==> config.mk <==
export PLATFORM = sky130hd
export DESIGN_NAME = serdes_align_ctrl
export DESIGN_NICKNAME = d
export VERILOG_FILES = /design/src/rtl/serdes_align_ctrl.sv
export SDC_FILE = /design/constraint.sdc
export NUM_CORES = 1
export LEC_CHECK = 0
export CAP_MARGIN = 15
export CORE_MARGIN = 8
export CORE_UTILIZATION = 51
export DETAILED_ROUTE_END_ITERATION = 16
export PLACE_DENSITY = 0.8
export SYNTH_ARGS = -nofsm -noshare
export SYNTH_HDL_FRONTEND = slang
export SYNTH_SLANG_ARGS = --single-unit
==> constraint.sdc <==
create_clock -name i_clk -period 3 [get_ports i_clk]
set_input_delay 0.9 -clock i_clk [delete_from_list [all_inputs] [get_ports i_clk]]
set_output_delay 0.9 -clock i_clk [all_outputs]
set_load 0.01 [all_outputs]
==> src/rtl/serdes_align_ctrl.sv <==
// Link-training controller for the 8:1 SERDES receive path.
// It holds the ISERDES in reset after the rx PLL locks, then picks the gearbox
// shift from the one-hot sync lane. It qualifies that shift against the
// incrementing-counter training data and monitors the locked link.

// Per-lane increment checker: remembers the last word and flags word == last+1.
module serdes_align_lane (
  input  logic       i_clk,
  input  logic       i_rstn,
  input  logic       i_cap,
  input  logic [7:0] i_din,
  output logic       o_inc
);
  logic [7:0] r_prev;

  // capture the lane word whenever the controller is active
  always_ff @(posedge i_clk or negedge i_rstn) begin
    if (!i_rstn)    r_prev <= '0;
    else if (i_cap) r_prev <= i_din;
  end

  assign o_inc = (i_din == r_prev + 8'd1);
endmodule

module serdes_align_ctrl #(
  parameter int N            = 3,
  parameter int RST_CYCLES   = 16,
  parameter int MATCH_CNT    = 8,
  parameter int SETTLE       = 4,
  parameter int CHECK_CYCLES = 64,
  parameter int LOSS_CNT     = 4,
  parameter int TIMEOUT      = 1024
) (
  input  logic           i_clk,
  input  logic           i_rstn,
  input  logic           i_pll_locked,
  input  logic [7:0]     i_rxsync,
  input  logic [8*N-1:0] i_rx_dout,
  input  logic           i_retrain,
  output logic           o_serdes_rst,
  output logic [2:0]     o_shift,
  output logic           o_aligned,
  output logic           o_error,
  output logic [15:0]    o_err_count,
  output logic [7:0]     o_retry_count,
  output logic [2:0]     o_state
);
  localparam int RW = $clog2(RST_CYCLES + 1);
  localparam int MW = $clog2(MATCH_CNT + 1);
  localparam int SW = $clog2(SETTLE + 1);
  localparam int GW = $clog2(CHECK_CYCLES + 1);
  localparam int LW = $clog2(LOSS_CNT + 1);
  localparam int TW = $clog2(TIMEOUT + 1);

  typedef enum logic [2:0] {
    IDLE   = 3'd0,
    RESET  = 3'd1,
    SEARCH = 3'd2,
    CHECK  = 3'd3,
    LOCKED = 3'd4
  } state_t;

  state_t      r_state, w_state_nxt;
  logic        r_pll_meta, r_pll_sync;
  logic [RW-1:0] r_rst_cnt, w_rst_cnt_nxt;
  logic [MW-1:0] r_match, w_match_nxt, w_match_c;
  logic [2:0]  r_cand, w_cand_nxt;
  logic [SW-1:0] r_settle, w_settle_nxt;
  logic [GW-1:0] r_good, w_good_nxt;
  logic [LW-1:0] r_loss, w_loss_nxt, w_loss_c;
  logic [TW-1:0] r_to, w_to_nxt, w_to_inc;
  logic [2:0]  r_shift, w_shift_nxt;
  logic        r_error, w_error_nxt;
  logic [15:0] r_err_cnt, w_err_cnt_nxt;
  logic [7:0]  r_retry, w_retry_nxt;
  logic        r_serdes_rst, r_aligned;
  logic        r_prev_vld;

  logic        w_cap, w_good;
  logic [N-1:0] w_lane_inc;
  logic [2:0]  w_sync_idx;
  logic [3:0]  w_sync_ones;
  logic        w_sync_vld;
  logic [7:0]  w_shift_oh;

  // pll_locked comes from another domain; two flops before anything uses it
  always_ff @(posedge i_clk or negedge i_rstn) begin
    if (!i_rstn) begin
      r_pll_meta <= 1'b0;
      r_pll_sync <= 1'b0;
    end else begin
      r_pll_meta <= i_pll_locked;
      r_pll_sync <= r_pll_meta;
    end
  end

  // lane history is only meaningful while training/monitoring is running
  assign w_cap = (r_state != IDLE);

  for (genvar g = 0; g < N; g++) begin : g_lane
    serdes_align_lane u_lane (
      .i_clk  (i_clk),
      .i_rstn (i_rstn),
      .i_cap  (w_cap),
      .i_din  (i_rx_dout[8*g +: 8]),
      .o_inc  (w_lane_inc[g])
    );
  end

  // a compare counts only if every lane has a previous-cycle word to diff against
  always_ff @(posedge i_clk or negedge i_rstn) begin
    if (!i_rstn) r_prev_vld <= 1'b0;
    else         r_prev_vld <= w_cap;
  end

  assign w_good = r_prev_vld & (&w_lane_inc);

  // sync word decode: exactly one set bit gives a valid shift index
  always_comb begin
    w_sync_idx  = '0;
    w_sync_ones = '0;
    for (int b = 0; b < 8; b++) begin
      if (i_rxsync[b]) begin
        w_sync_idx  = 3'(b);
        w_sync_ones = w_sync_ones + 4'd1;
      end
    end
  end

  assign w_sync_vld = (w_sync_ones == 4'd1);
  assign w_shift_oh = 8'd1 << r_shift;
  assign w_to_inc   = r_to + TW'(1);

  // next-state and next-counter logic; pll loss beats retrain beats per-state
  always_comb begin
    w_state_nxt   = r_state;
    w_rst_cnt_nxt = r_rst_cnt;
    w_match_nxt   = r_match;
    w_cand_nxt    = r_cand;
    w_settle_nxt  = r_settle;
    w_good_nxt    = r_good;
    w_loss_nxt    = r_loss;
    w_to_nxt      = r_to;
    w_shift_nxt   = r_shift;
    w_error_nxt   = 1'b0;
    w_err_cnt_nxt = r_err_cnt;
    w_retry_nxt   = r_retry;
    w_match_c     = '0;
    w_loss_c      = '0;

    if (!r_pll_sync) begin
      w_state_nxt   = IDLE;
      w_rst_cnt_nxt = '0;
      w_match_nxt   = '0;
      w_settle_nxt  = '0;
      w_good_nxt    = '0;
      w_loss_nxt    = '0;
      w_to_nxt      = '0;
    end else if (i_retrain && (r_state != IDLE)) begin
      w_state_nxt   = RESET;
      w_rst_cnt_nxt = '0;
      w_match_nxt   = '0;
      w_settle_nxt  = '0;
      w_good_nxt    = '0;
      w_loss_nxt    = '0;
      w_to_nxt      = '0;
      w_err_cnt_nxt = '0;
      w_retry_nxt   = '0;
    end else begin
      case (r_state)
        IDLE: w_state_nxt = RESET;

        RESET: begin
          if (r_rst_cnt == RW'(RST_CYCLES - 1)) begin
            w_state_nxt   = SEARCH;
            w_rst_cnt_nxt = '0;
            w_match_nxt   = '0;
            w_to_nxt      = '0;
          end else begin
            w_rst_cnt_nxt = r_rst_cnt + RW'(1);
          end
        end

        SEARCH, CHECK: begin
          if (w_to_inc == TW'(TIMEOUT)) begin
            // training is stuck: start over from the ISERDES reset
            w_state_nxt  = RESET;
            w_match_nxt  = '0;
            w_settle_nxt = '0;
            w_good_nxt   = '0;
            w_to_nxt     = '0;
            w_retry_nxt  = (r_retry != 8'hFF) ? r_retry + 8'd1 : r_retry;
          end else begin
            w_to_nxt = w_to_inc;
            if (r_state == SEARCH) begin
              if (!w_sync_vld) begin
                w_match_c = '0;
              end else if (w_sync_idx == r_cand) begin
                w_match_c = r_match + MW'(1);
              end else begin
                w_match_c  = MW'(1);
                w_cand_nxt = w_sync_idx;
              end
              w_match_nxt = w_match_c;
              if (w_match_c == MW'(MATCH_CNT)) begin
                w_state_nxt  = CHECK;
                w_shift_nxt  = w_cand_nxt;
                w_match_nxt  = '0;
                w_settle_nxt = SW'(SETTLE);
                w_good_nxt   = '0;
              end
            end else begin
              // gearbox output is stale for SETTLE cycles after a shift change
              if (r_settle != '0) begin
                w_settle_nxt = r_settle - SW'(1);
              end else if (!w_good) begin
                w_state_nxt = SEARCH;
                w_match_nxt = '0;
                w_good_nxt  = '0;
              end else if (r_good + GW'(1) == GW'(CHECK_CYCLES)) begin
                w_state_nxt = LOCKED;
                w_good_nxt  = '0;
                w_loss_nxt  = '0;
                w_to_nxt    = '0;
              end else begin
                w_good_nxt = r_good + GW'(1);
              end
            end
          end
        end

        LOCKED: begin
          w_loss_c = (i_rxsync == w_shift_oh) ? '0 : r_loss + LW'(1);
          if (w_loss_c == LW'(LOSS_CNT)) begin
            w_state_nxt = SEARCH;
            w_loss_nxt  = '0;
            w_match_nxt = '0;
          end else begin
            w_loss_nxt = w_loss_c;
            if (!w_good) begin
              w_error_nxt   = 1'b1;
              w_err_cnt_nxt = (r_err_cnt != 16'hFFFF) ? r_err_cnt + 16'd1 : r_err_cnt;
            end
          end
        end

        default: w_state_nxt = IDLE;
      endcase
    end
  end

  // state, counters and registered outputs
  always_ff @(posedge i_clk or negedge i_rstn) begin
    if (!i_rstn) begin
      r_state      <= IDLE;
      r_rst_cnt    <= '0;
      r_match      <= '0;
      r_cand       <= '0;
      r_settle     <= '0;
      r_good       <= '0;
      r_loss       <= '0;
      r_to         <= '0;
      r_shift      <= '0;
      r_error      <= 1'b0;
      r_err_cnt    <= '0;
      r_retry      <= '0;
      r_serdes_rst <= 1'b1;
      r_aligned    <= 1'b0;
    end else begin
      r_state      <= w_state_nxt;
      r_rst_cnt    <= w_rst_cnt_nxt;
      r_match      <= w_match_nxt;
      r_cand       <= w_cand_nxt;
      r_settle     <= w_settle_nxt;
      r_good       <= w_good_nxt;
      r_loss       <= w_loss_nxt;
      r_to         <= w_to_nxt;
      r_shift      <= w_shift_nxt;
      r_error      <= w_error_nxt;
      r_err_cnt    <= w_err_cnt_nxt;
      r_retry      <= w_retry_nxt;
      r_serdes_rst <= (w_state_nxt == IDLE) || (w_state_nxt == RESET);
      r_aligned    <= (w_state_nxt == LOCKED);
    end
  end

  assign o_state       = r_state;
  assign o_serdes_rst  = r_serdes_rst;
  assign o_shift       = r_shift;
  assign o_aligned     = r_aligned;
  assign o_error       = r_error;
  assign o_err_count   = r_err_cnt;
  assign o_retry_count = r_retry;
endmodule

# ---- After elaboration in Yosys (flattened, before gate mapping)
# Index checks and enable logic that the tools add are counted.
dict set report op_classes {
  eq_ne 38
  shift 1
  n_mux 98
  add_sub_neg 18
  bitwise_logic 3
  reduce_logical 22
}
# op n
set op_table {}
lappend op_table {{3-bit 2-to-1 mux} 33}
lappend op_table {{11-bit 2-to-1 mux} 8}
lappend op_table {{4-bit 2-to-1 mux} 22}
lappend op_table {{16-bit 2-to-1 mux} 5}
lappend op_table {{7-bit 2-to-1 mux} 9}
lappend op_table {{8-bit by 1-bit adder with 8-bit output (second input constant)} 4}
lappend op_table {{8-bit equality test} 4}
lappend op_table {{8-bit 2-to-1 mux} 4}
lappend op_table {{4-bit by 1-bit adder with 4-bit output (second input constant)} 7}
lappend op_table {{4-bit inequality test (second input constant)} 7}
lappend op_table {{11-bit one-hot mux with 2 select lines} 1}
lappend op_table {{5-bit 2-to-1 mux} 4}
lappend op_table {{16-bit by 1-bit adder with 16-bit output (second input constant)} 1}
lappend op_table {{16-bit inequality test (second input constant)} 1}
lappend op_table {{5-bit AND reduction} 3}
lappend op_table {{6-bit inequality test (second input constant)} 2}
lappend op_table {{3-bit one-hot mux with 4 select lines} 1}
lappend op_table {{4-bit one-hot mux with 3 select lines} 1}
lappend op_table {{6-bit AND reduction} 2}
lappend op_table {{11-bit by 1-bit adder with 11-bit output (second input constant)} 1}
lappend op_table {{11-bit equality test (second input constant)} 1}
lappend op_table {{5-bit by 1-bit inequality test with 1-bit output (second input constant)} 2}
lappend op_table {{2-bit nonzero test} 5}
lappend op_table {{3-bit equality test (second input constant)} 3}
lappend op_table {{33 further kinds} 49}
dict set report word_totals {
  elab_cells 200
  output_inout_bits 33
  regBits 96
}

# ---- Depth between registers and ports, before layout
dict set report logic_depth {
  word_depth 31
  mapped_depth 22
}

# ---- Modules after synthesis
# Synthesis repeated with hierarchy kept, for this count alone.
dict set report unflattened {
  hier_cells 718
  area_unflattened_um2 6461.2
}
# module cells_each n_inst area_each_um2
set modules_own_cells {}
lappend modules_own_cells {serdes_align_ctrl 568 1 4865.9}
lappend modules_own_cells {serdes_align_lane 50 3 531.8}

# ---- Least setup slack after synthesis
# Ideal clock, no wire load.
dict set report synth_timing {
  kind {input-to-reg}
  from {input i_rxsync[0]}
  to {register r_shift[0] (netlist: o_shift[0])}
  arrival_time_ps 5141
  slack_ps -2268
  path_stages 22
  cell_sequence {inv_1 ha_1 xnor2_1 inv_1 ha_1 mux2_2 ha_1 nand2_1 o21ai_0 or2_2 ha_1 nor2b_1 nor2_1 ha_1 nand2_1 nand2_1 ha_1 nor2b_1 a32oi_1 a31oi_4 nand3_1 mux2_1}
}
dict set report synth_via {
  elab_chain_len 24
}
# item line
set synth_rtl {}
lappend synth_rtl {{start: declaration} 37} ;# input logic [7:0] i_rxsync,
lappend synth_rtl {{1-bit 2-to-1 mux *} 123} ;# if (i_rxsync[b]) begin
lappend synth_rtl {{1-bit by 1-bit adder with 2-bit output} 125} ;# w_sync_ones = w_sync_ones + 4'd1;
lappend synth_rtl {{2-bit 2-to-1 mux *} 123}
lappend synth_rtl {{4-bit by 1-bit adder with 4-bit output} 125}
lappend synth_rtl {{4-bit 2-to-1 mux *} 123}
lappend synth_rtl {{4-bit by 1-bit adder with 4-bit output} 125}
lappend synth_rtl {{4-bit 2-to-1 mux *} 123}
lappend synth_rtl {{4-bit by 1-bit adder with 4-bit output} 125}
lappend synth_rtl {{[8 not listed]} n/a}
lappend synth_rtl {{4-bit 2-to-1 mux} 196} ;# if (!w_sync_vld) begin
lappend synth_rtl {{4-bit 2-to-1 mux} 195} ;# if (r_state == SEARCH) begin
lappend synth_rtl {{4-bit 2-to-1 mux} 185} ;# if (w_to_inc == TW'(TIMEOUT)) begin
lappend synth_rtl {{4-bit 2-to-1 mux} 170} ;# case (r_state)
lappend synth_rtl {{4-bit 2-to-1 mux} 159} ;# end else if (i_retrain && (r_state != IDLE)) begin
lappend synth_rtl {{4-bit 2-to-1 mux} 151} ;# if (!r_pll_sync) begin
lappend synth_rtl {{4-bit equality test} 205} ;# if (w_match_c == MW'(MATCH_CNT)) begin
lappend synth_rtl {{6-bit AND reduction (no source line)} n/a}
lappend synth_rtl {{end signal: assignment} 278} ;# r_shift <= w_shift_nxt;
lappend synth_rtl {{end: declaration} 72} ;# logic [2:0] r_shift, w_shift_nxt;
# Every way passes the cells marked *; elsewhere a longest branch is shown, timed or not. The select of a mux whose other input is x is not followed.
# A chain may end at the register's enable or synchronous reset.

# ---- Final worst setup path
dict set report layout_timing {
  from {input i_rxsync[0]}
  to {register r_cand[2]}
}
dict set report layout_via {
  elab_chain_len 17
}
# item line
set layout_rtl {}
lappend layout_rtl {{1-bit 2-to-1 mux *} 123}
lappend layout_rtl {{1-bit by 1-bit adder with 2-bit output} 125}
lappend layout_rtl {{2-bit 2-to-1 mux *} 123}
lappend layout_rtl {{4-bit by 1-bit adder with 4-bit output} 125}
lappend layout_rtl {{4-bit 2-to-1 mux *} 123}
lappend layout_rtl {{4-bit by 1-bit adder with 4-bit output} 125}
lappend layout_rtl {{4-bit 2-to-1 mux *} 123}
lappend layout_rtl {{4-bit by 1-bit adder with 4-bit output} 125}
lappend layout_rtl {{4-bit 2-to-1 mux *} 123}
lappend layout_rtl {{4-bit by 1-bit adder with 4-bit output} 125}
lappend layout_rtl {{4-bit 2-to-1 mux *} 123}
lappend layout_rtl {{4-bit by 1-bit adder with 4-bit output} 125}
lappend layout_rtl {{4-bit 2-to-1 mux *} 123}
lappend layout_rtl {{4-bit by 1-bit adder with 4-bit output} 125}
lappend layout_rtl {{4-bit 2-to-1 mux *} 123}
lappend layout_rtl {{4-bit by 1-bit equality test with 1-bit output *} 130} ;# assign w_sync_vld = (w_sync_ones == 4'd1);
lappend layout_rtl {{3-bit 2-to-1 mux *} 196}
lappend layout_rtl {{end signal: assignment} 273} ;# r_cand <= w_cand_nxt;
lappend layout_rtl {{end: declaration} 67} ;# logic [2:0] r_cand, w_cand_nxt;
# Every way passes the cells marked *; elsewhere a longest branch is shown, timed or not.

==> metrics.md <==
| Metric | Value |
|---|---|
| TritonRoute pass-1 iters | 7 |
| Cells after synthesis | 789 |
| Reg-to-reg startpoint | g_lane[1].u_lane.r_prev[0] |
| Worst VDD drop | 0.271 mV |
| Synthesis Warnings | 0 |
| Final worst path period share | 147% |
| Design area | 9370 µm² |
| Syn Area/Cell | 8.50 µm² |
| Fin Hold WS | 0.350 ns |
| Hold Path Class | flip-flop to flip-flop |
| Final #Nets | 1025 |
| Slew Limit Fails | 0 |
| RSZ-0062 raised after global routing | true |
| Synth Cell Area | 6710 µm² |
| Largest net degree at the start of global routing | 41 |
| Routed WL | 19500 µm |
| Fin. Hold Viols | 0 |
| Most common cell after layout, fill and taps aside | nand2_1 |
| Reg-to-reg slack, setup | 0.03 ns |
| Post-synth EDFFs | 0 |
| Core Rows | 42 |
| Die height | 131 µm |
| Final setup vio count | 21 |
| WS Path Type | input pin to flip-flop |
| LEAKAGE | 4.15 nW |
| Clock Pin Slew Worst Setup and Hold Paths | 0.07 ns |
| Highest clock rate | 228 MHz |
| Hold Path Stages | 0 |
| Sequential fraction of the synthesis area | 35.8% |
| Core box area | 13000 µm² |
| Die width | 131 µm |
| Fraction of layout cells with a size suffix above 1 | 26.9% |
| Syn_nets | 844 |
| Post-Layout Cell Count | 1151 |
| Top_reg_cell synth | dfrtp_1 |
| Reg2reg path depth | 11 |
| Gr ovfl total | 0 |
| Crit path max fanout | 4 |
| Area post-placement | 8540 µm² |
| CP Data Required Time | 3.23 ns |
| H-tree depth | 3 |
| Crit path DAT | 4.62 ns |
| Crit. End Element | flip-flop |
| Most frequent cells in the layout | nand2_1, buf_4, dfrtp_1, nor2_1, nand3_1 |
| Pre-CTS WS | -2.49 ns |
| Root Buffer | clkbuf_16 |
| Number of remaining DRC errors | 0 |
| Post-synth ARST share | 100% |
| Crit path launch type | input pin |
| Vias in the first global route | 6556 |
| Area grow syn2layout | 39.6% |
| PortBufs | 68 |
| Max-capacitance violation count | 0 |
| Min cycle time layout | 4.40 ns |
| Vias post-DR | 6825 |
| First-pass GRT wire length | 30800 µm |
| Starting density of the core | 51.5% |
| Netlist cell types | 82 |
| # clock sinks | 96 |
| Tot Pwr | 3.63 mW |
| Post-placement cell count | 1118 |
| Die area | 17100 µm² |
| PD cells | 388 nW/µm² |
| Iteration-0 DRC Markers | 538 |
| Max-slew headroom | 55.4% |
| Post-Route Skew | 0.00847 ns |
| Worst Tran Pin Value | 0.668 ns |
| Hold Path Origin | r_pll_meta |
| Drt via density | 5.93 |
| Hold Path End | r_pll_sync |
| Initial antenna violation count | 0 |
| Worst flop-to-flop path endpoint | r_good[0] |
| Fillers | 905 |
| Ports | 69 |
| Status | finished with violations |
| Max clock buf depth | 2 |
| Routability cong. | 0.919 |
| Register bit total from synthesis | 96 |
| Antenna Diode Count | 0 |
| Number of buffers created by CTS | 9 |
| Later-pin clock latency in the skew report | 0.35 ns |
| TritonCTS clock tree | yes |
| DP HPWL | 13500 µm |
| Post-route worst setup slack | -1.40 ns |
| Routed wire per std cell | 17.0 µm |
| Post-route ant nets | 0 |
| GRT Util Overall | 22.1% |
| Cts hold-fix bufs | 0 |
| Failing checks | setup timing |
## logic make-up (layout without fill, tap and decap cells)
group / count (synthesis) / count (layout) / share of synthesized area [%]
flops: 96 / 96 / 35.8
compound gates: 165 / 165 / 17.7
mux: 17 / 17 / 2.78
fa+ha+maj: 19 / 19 / 3.54
buf+inv: 60 / 246 / 3.67
xor+xnor: 62 / 62 / 8.84
simple gates: 370 / 370 / 27.6
## cell usage after synthesis, types with 6 or more instances
cell type / instances / area [µm²]
inv_1: 26 / 97.6
or3_1: 11 / 68.8
xor2_1: 29 / 254
nor2b_1: 6 / 37.5
o21ai_0: 31 / 155
o31ai_1: 12 / 90.1
nand4_1: 21 / 131
xnor2_1: 29 / 254
nand3_1: 52 / 260
buf_2: 8 / 40.0
nor2_1: 53 / 199
and2_1: 11 / 68.8
and3_1: 15 / 93.8
nand2_1: 137 / 514
ha_1: 19 / 238
clkbuf_1: 20 / 75.1
nor3_1: 9 / 45.0
dfrtp_1: 95 / 2380
or4_1: 9 / 67.6
o211ai_1: 10 / 75.1
nand2b_1: 8 / 50.1
and4_1: 9 / 78.8
a41oi_1: 8 / 70.1
a22o_1: 6 / 52.6
a21oi_1: 26 / 130
mux2_2: 8 / 90.1
a31oi_1: 11 / 68.8
## registers in the layout, indices dropped and copies added (netlist names)
signal                cells
o_serdes_rst              1
o_retry_count             8
g_lane.u_lane.r_prev     24
r_prev_vld                1
o_error                   1
r_good                    7
r_match                   4
o_aligned                 1
o_shift                   3
r_to                     11
r_rst_cnt                 5
r_pll_meta                1
r_loss                    3
o_err_count              16
r_settle                  3
r_pll_sync                1
o_state                   3
r_cand                    3
## report_power, final
part,internal (mW),leakage [nW],switching [mW],total [mW]
combinational,0.586,2.73,0.544,1.13
sequential,1.33,1.28,0.0482,1.38
clock,0.579,0.136,0.543,1.12
total,2.50,4.15,1.13,3.63
## stage by stage
step | TNS (ns) | util [%]
floorplan | -33.27 | -
global placement | -65.66 | 65.5
detailed placement | -69.98 | 65.5
CTS | -31.67 | 69.3
global route | -31.15 | 71.9
finish | -27.99 | 71.9
## metal layers
metal | track usage [%] | up-vias | routed length [µm]
li1 | - | 3258 | -
met2 | 38.9 | 231 | 9940
met3 | 3.25 | 37 | 968
met5 | 0 | - | 0
met4 | 7.70 | 0 | 457
met1 | 27.1 | 3299 | 8170
## how the worst max path moves through the flow
| stage | from | endpoint | slack (ns) |
|---|---|---|---|
| after CTS | i_rxsync[1] | o_shift[1] | -1.56 |
| after floorplan | i_rxsync[1] | o_shift[1] | -1.79 |
| after detailed placement | i_rxsync[1] | o_shift[1] | -2.49 |
| after global routing | i_rxsync[0] | r_cand[2] | -1.54 |
| final | i_rxsync[0] | r_cand[2] | -1.40 |
| after global placement | i_rxsync[1] | o_shift[2] | -2.37 |
## area by class of cell
cell class	instances	area, µm²	share of cell area [%]
tap	176	220	2.35
timing repair buffer	202	1760	18.8
clock buffer	9	225	2.40
clock inverter	7	60.1	0.641
sequential	96	2400	25.7
multi-input combinational	633	4580	48.9
inverter	28	118	1.26
## worst max-delay path, cell delays in order
cell and delay [ns]:
buf_6 0.09, inv_2 0.04, ha_4 0.29, xnor2_4 0.12, inv_2 0.07, ha_4 0.21, mux2_4 0.27, ha_4 0.22
nand2_4 0.05, o21ai_2 0.05, or2_4 0.26, ha_4 0.23, nor2b_4 0.14, nor2_4 0.06, ha_4 0.16, nand2_2 0.05
xnor3_2 0.32, a211oi_4 0.24, a32oi_2 0.12, a31oi_4 0.26, nand2_2 0.13, mux2_4 0.32
## what timing repair did
item,4_1_cts,5_1_grt
endpoints found under the hold margin,0,0
gates cloned,0,0
pin swaps,32,40
resized for setup,69,88
setup endpoints to repair,55,55
setup buffers,9,10
Note: power is estimated with default switching activity, not from simulation.
